## src/rtl/lut_ctrl_pkg.sv

```systemverilog
// Shared state encoding and default sizing for the LUT access controller.
// No logic; constants and types only.
package lut_ctrl_pkg;

  typedef enum logic {
    ST_LOAD  = 1'b0,
    ST_READY = 1'b1
  } lut_state_t;

  localparam int DEF_QUAN_SIZE       = 3;
  localparam int DEF_PAGE_NUM        = 16;
  localparam int DEF_ADDR_BITWIDTH   = 4;
  localparam int DEF_REQ_NUM         = 4;
  localparam int DEF_REQ_ID_BITWIDTH = 2;

endpackage

```

## src/rtl/lut_rr_arbiter.sv

```systemverilog
// Round-robin arbiter: search starts at ptr, returns one-hot grant and index.
// Purely combinational, zero latency; no backpressure (requesters hold req).
module lut_rr_arbiter
  import lut_ctrl_pkg::*;
#(
  parameter int REQ_NUM         = DEF_REQ_NUM,
  parameter int REQ_ID_BITWIDTH = DEF_REQ_ID_BITWIDTH
) (
  input  logic [REQ_NUM-1:0]         req,
  input  logic [REQ_ID_BITWIDTH-1:0] ptr,
  output logic [REQ_NUM-1:0]         gnt,
  output logic [REQ_ID_BITWIDTH-1:0] gnt_idx,
  output logic                       gnt_vld
);

  logic [REQ_ID_BITWIDTH-1:0] idx;

  always_comb begin
    gnt     = '0;
    gnt_idx = '0;
    gnt_vld = 1'b0;
    idx     = '0;
    for (int i = 0; i < REQ_NUM; i++) begin
      idx = REQ_ID_BITWIDTH'((int'(ptr) + i) % REQ_NUM);
      if (!gnt_vld && req[idx]) begin
        gnt_vld  = 1'b1;
        gnt[idx] = 1'b1;
        gnt_idx  = idx;
      end
    end
  end

endmodule

```

## src/rtl/lut_access_ctrl.sv

```systemverilog
// LUT access controller: sequential table load, then round-robin read arbitration.
// Read latency 1 cycle (grant -> rd_valid_o); loads always accepted while loading.
// Optional table reload is enabled by defining LUT_ACCESS_CTRL_RELOAD_EN.
module lut_access_ctrl
  import lut_ctrl_pkg::*;
#(
  parameter int QUAN_SIZE       = DEF_QUAN_SIZE,
  parameter int PAGE_NUM        = DEF_PAGE_NUM,
  parameter int ADDR_BITWIDTH   = DEF_ADDR_BITWIDTH,
  parameter int REQ_NUM         = DEF_REQ_NUM,
  parameter int REQ_ID_BITWIDTH = DEF_REQ_ID_BITWIDTH
) (
  input  logic                             sys_clk,
  input  logic                             rstn,
  input  logic [QUAN_SIZE-1:0]             load_data_i,
  input  logic                             load_valid_i,
  output logic                             load_ready_o,
  input  logic                             reload_i,
  input  logic [REQ_NUM-1:0]               rd_req_i,
  input  logic [REQ_NUM*ADDR_BITWIDTH-1:0] rd_addr_i,
  output logic [REQ_NUM-1:0]               rd_gnt_o,
  output logic [QUAN_SIZE-1:0]             rd_data_o,
  output logic                             rd_valid_o,
  output logic [REQ_ID_BITWIDTH-1:0]       rd_id_o,
  output logic                             table_ready_o,
  output logic [ADDR_BITWIDTH-1:0]         mem_addr_o,
  output logic                             mem_we_o,
  output logic [QUAN_SIZE-1:0]             mem_wdata_o,
  input  logic [QUAN_SIZE-1:0]             mem_rdata_i
);

  lut_state_t                 state_q, state_d;
  logic [ADDR_BITWIDTH-1:0]   load_cnt_q, load_cnt_d;
  logic [REQ_ID_BITWIDTH-1:0] ptr_q, ptr_d;
  logic [REQ_NUM-1:0]         arb_gnt;
  logic [REQ_ID_BITWIDTH-1:0] arb_idx;
  logic                       arb_vld;
  logic                       reload_act;
  logic                       rd_fire;

`ifdef LUT_ACCESS_CTRL_RELOAD_EN
  assign reload_act = reload_i;
`else
  logic unused_reload;
  assign unused_reload = reload_i;
  assign reload_act    = 1'b0;
`endif

  lut_rr_arbiter #(
    .REQ_NUM        (REQ_NUM),
    .REQ_ID_BITWIDTH(REQ_ID_BITWIDTH)
  ) u_arb (
    .req    (rd_req_i),
    .ptr    (ptr_q),
    .gnt    (arb_gnt),
    .gnt_idx(arb_idx),
    .gnt_vld(arb_vld)
  );

  always_comb begin
    state_d      = state_q;
    load_cnt_d   = load_cnt_q;
    ptr_d        = ptr_q;
    load_ready_o = 1'b0;
    mem_we_o     = 1'b0;
    mem_wdata_o  = load_data_i;
    mem_addr_o   = '0;
    rd_gnt_o     = '0;
    rd_fire      = 1'b0;
    case (state_q)
      ST_LOAD: begin
        load_ready_o = 1'b1;
        mem_addr_o   = load_cnt_q;
        if (load_valid_i) begin
          mem_we_o = 1'b1;
          if (load_cnt_q == ADDR_BITWIDTH'(PAGE_NUM - 1)) begin
            load_cnt_d = '0;
            state_d    = ST_READY;
          end else begin
            load_cnt_d = load_cnt_q + 1'b1;
          end
        end
      end
      ST_READY: begin
        // Reload wins over any pending read in the same cycle.
        if (reload_act) begin
          state_d    = ST_LOAD;
          load_cnt_d = '0;
        end else if (arb_vld) begin
          rd_fire  = 1'b1;
          rd_gnt_o = arb_gnt;
          for (int k = 0; k < REQ_NUM; k++) begin
            if (arb_idx == REQ_ID_BITWIDTH'(k)) begin
              mem_addr_o = rd_addr_i[k*ADDR_BITWIDTH +: ADDR_BITWIDTH];
            end
          end
          ptr_d = (arb_idx == REQ_ID_BITWIDTH'(REQ_NUM - 1)) ? '0 : arb_idx + 1'b1;
        end
      end
      default: state_d = ST_LOAD;
    endcase
  end

  always_ff @(posedge sys_clk or negedge rstn) begin
    if (!rstn) begin
      state_q       <= ST_LOAD;
      load_cnt_q    <= '0;
      ptr_q         <= '0;
      table_ready_o <= 1'b0;
      rd_valid_o    <= 1'b0;
      rd_id_o       <= '0;
    end else begin
      state_q       <= state_d;
      load_cnt_q    <= load_cnt_d;
      ptr_q         <= ptr_d;
      table_ready_o <= (state_d == ST_READY);
      rd_valid_o    <= rd_fire;
      if (rd_fire) begin
        rd_id_o <= arb_idx;
      end
    end
  end

  // Memory read port is already registered, so data aligns with rd_valid_o.
  assign rd_data_o = mem_rdata_i;

endmodule
```

## config.mk

```make
export PLATFORM = sky130hd
export DESIGN_NAME = lut_access_ctrl
export DESIGN_NICKNAME = d
export VERILOG_FILES = /design/src/rtl/lut_ctrl_pkg.sv /design/src/rtl/lut_rr_arbiter.sv /design/src/rtl/lut_access_ctrl.sv
export SDC_FILE = /design/constraint.sdc
export NUM_CORES = 1
export LEC_CHECK = 0
export ABC_AREA = 1
export CAP_MARGIN = 40
export CORE_UTILIZATION = 24
export CTS_BUF_LIST = sky130_fd_sc_hd__clkbuf_2 sky130_fd_sc_hd__clkbuf_4 sky130_fd_sc_hd__clkbuf_8
export CTS_CLUSTER_DIAMETER = 120
export CTS_CLUSTER_SIZE = 20
export DETAILED_ROUTE_END_ITERATION = 7
export SETUP_SLACK_MARGIN = 0.3
export SLEW_MARGIN = 20
export SYNTH_ARGS = -nofsm -noshare
export SYNTH_HDL_FRONTEND = slang
export SYNTH_HIERARCHICAL = 1
export SYNTH_SLANG_ARGS = --single-unit
```

## constraint.sdc

```tcl
create_clock -name sys_clk -period 4.65 [get_ports sys_clk]
set_input_delay 0.93 -clock sys_clk [delete_from_list [all_inputs] [get_ports sys_clk]]
set_output_delay 0.93 -clock sys_clk [all_outputs]
set_load 0.01 [all_outputs]
```

==> run metrics <==
status=finished, final reports clean; initial antenna violation count=0; total gr overflow=0; Final setup viols=0; Crit path depth=17; element type at the critical path start=input port; Antenna diodes=0; max_slew headroom=69.17%; # IOs=50; hold crit path type=register to register; Cell Area, Placed=1592 µm²; Synth Cell Area=1211 µm²; DRT iter0 DRCs=64; Worst-path clk slew=0.05 ns; PortBufs=36; Pwr Total=1.651 mW; die area=5335 µm²; Post-synth EDFFs=0; Commonest cells post-synth=nand2_1 (54), inv_1 (29), nand3_1 (22); cell count after placement=283; warnings from Yosys=6; GPL Wtd Cong=0.7994; ys flop type=dfrtp_1; Max Freq=0.2329 GHz; crit path max fanout=7; logic gate share of total power=84.9%; critical-path cell list=clkdlybuf4s50_1 > inv_1 > nand2_1 > nand3_4 > nand2_4 > nor2_1 > a21oi_1 > nand3_2 > inv_2 > ha_4 > inv_1 > nand2_1 > nand3_1 > nand2_1 > nand2_1 > nand2_1 > clkdlybuf4s50_1; Synth area leaders=dfrtp_1 (21%), nand2_1 (17%), ha_1 (10%); num rows=25; Lkg Pwr=0.8686 nW; area grow syn2layout=43.39%; Critical Path End Type=output pin; Unique masters post-synth=22; post-synthesis sequential area ratio=20.66%; WP buf/inv=5; Final HPWL DP=2.259 mm; count leader, synth=nand2_1; RSZ-0062 raised after global routing=true; CP max-delay cell=clkdlybuf4s50_1; Setup Total Neg Slack=0 ns; Yosys top cell area share=20.66%; Initial DRT Pass Iterations=4; vias in the first global route=1088; worst slew pin tran=0.4611 ns; Final Instance Area=1737 µm²; FF+latch count, synth=10; reg2reg path depth=10; Internal Power=0.8242 mW; fillers=504; chip width=73.04 µm; Starting Density=25.31%; clk root buf=clkbuf_8; Die Y=73.04 µm; CTS max path bufs=2; ys async rst share=100.0%; count of final max-slew check failures=0; Pwr per Cell Area=950.7 nW/µm²; CP delay by family, top=buffers and inverters; global-route wire length before repair=4.588 mm; Core Area=4786 µm²; Clock power frac=6.5%; Critical Path Most Common Cell=nand2_1; clk sinks=10; H-tree depth=1; Sw Pwr=0.8268 mW; CP Class=input port to output pin; syn nets=228; switching power share of the total=50.08%; Overall Global Routing Usage=10.75%; DRC=0; slowest cell delay on critical path=0.52 ns; CTS tree=done; Setup Skew=0.0009417 ns; Inserted Clock Buffers=3; Hold Path Depth=2; drt wl/cell=9.873 µm; Final min period=4.294 ns; latest clock arrival within the worst-skew pair=0.23 ns; peak supply drop=0.3440 mV; vias per inst=4.234; CP Data Required Time=3.72 ns; area leader, netlist=dfrtp_1; Reg power frac=8.6%; Syn Inst Count=188; largest net degree at the start of global routing=17; Finished Layout Cells=291; Critical Path AT=3.36 ns; Final period util=92.34%; final WL=2.873 mm; max cap viols=0; share of layout cells above drive strength 1=15.18%; mean cell area of the mapped netlist=6.442 µm²; antenna viol nets, final=0; DR vias=1232; Layout Nets=265; Final Hold Vio Count=0
-- power groups by stage --
stage | clock [mW] | sequential, mW | combinational, mW
after floorplan | 0 | 0.145 | 0.849
after global placement | 0 | 0.144 | 1.28
final | 0.107 | 0.142 | 1.40
after CTS | 0.110 | 0.143 | 1.38
after detailed placement | 0 | 0.144 | 1.28
after global routing | 0.116 | 0.147 | 1.58
-- stage by stage --
stage                     hold slack [ns]  setup slack [ns]  util, %
after CTS                          0.4997            0.3146    35.69
after floorplan                    0.4885             1.310        -
after global placement             0.4883            0.1336    33.25
final                              0.4958            0.3560    36.29
after detailed placement           0.4870            0.1252    33.25
after global routing               0.5212            0.1831    36.29
-- per-layer routing --
metal | global-route usage [%] | part of all wire [%] | vias to the layer above
li1 | - | - | 673
met1 | 14.97 | 49 | 534
met2 | 17.39 | 48 | 25
met3 | 1.796 | 3.3 | 0
met4 | 2.179 | 0 | 0
met5 | 0 | 0 | -
-- cell type report --
cell class | instances | area, µm² | share of cell area (%)
tap | 67 | 83.83 | 4.827
inverter | 30 | 115.1 | 6.628
sequential | 10 | 250.2 | 14.41
timing repair buffer | 41 | 401.6 | 23.13
clock buffer | 4 | 55.05 | 3.170
multi-input combinational | 139 | 830.8 | 47.84
-- timing repair --
| item | in CTS | in global routing |
|---|---|---|
| setup endpoints to repair | 4 | 3 |
| hold buffers | 0 | 0 |
| pin swaps | 3 | 0 |
| gates resized for setup | 11 | 6 |
| buffers inserted | 4 | 0 |
| gates cloned | 0 | 0 |
| endpoints found under the hold margin | 0 | 0 |
-- state kept, by name, summed over array words and instances, names as in the netlist --
| name | cells |
|---|---|
| rd_valid_o | 1 |
| rd_id_o | 2 |
| load_cnt_q | 4 |
| state_q | 1 |
| ptr_q | 2 |
-- worst paths after layout --
path                                  to  slack [ns]   startpoint
hold reg to reg               rd_id_o[1]        0.50   rd_id_o[1]
setup reg to reg                ptr_q[0]        2.22     ptr_q[0]
hold / removal                rd_id_o[1]        0.50   rd_id_o[1]
max in group asynchronous  load_cnt_q[1]        3.32         rstn
setup / recovery           mem_addr_o[3]        0.36  rd_req_i[3]
min in group asynchronous        state_q        1.02         rstn
-- cell families (layout without fill, tap and decap cells) --
logic type               after synthesis  after routing  synth area share [%]
AO/OA/AOI/OAI                         26             26                 12.40
AND/OR/NAND/NOR                      102            102                 40.70
XOR/XNOR                               1              1                0.7233
buffers and inverters                 39             75                 15.18
flip-flops                            10             10                 20.66
adder cells (fa/ha/maj)               10             10                 10.33
-- layout by cell type, fill, tap and decap left out --
master,count
o31ai_1,1
nor2_4,2
dlygate4sd2_1,1
a21oi_1,16
xnor2_1,1
clkdlybuf4s50_1,33
nand4_1,8
nand2_4,2
dfrtp_1,10
inv_4,1
inv_2,3
ha_1,7
nand3_1,20
o21ai_0,2
nand2_1,54
o21ai_2,2
inv_1,26
nor2_1,5
nand3_2,2
nand2_2,7
ha_2,1
a21boi_0,4
a21oi_2,1
buf_4,5
nand3_4,2
clkbuf_8,4
ha_4,2
dlymetal6s2s_1,2
-- tightest hold or removal path: cells and delay by family, from the launching register on --
| kind | cells | cell delay, ns |
|---|---|---|
| flip-flops | 1 | 0.34 |
| AND/OR/NAND/NOR | 1 | 0.07 |
| AO/OA/AOI/OAI | 1 | 0.05 |
Power figures use the tool's default switching activity.
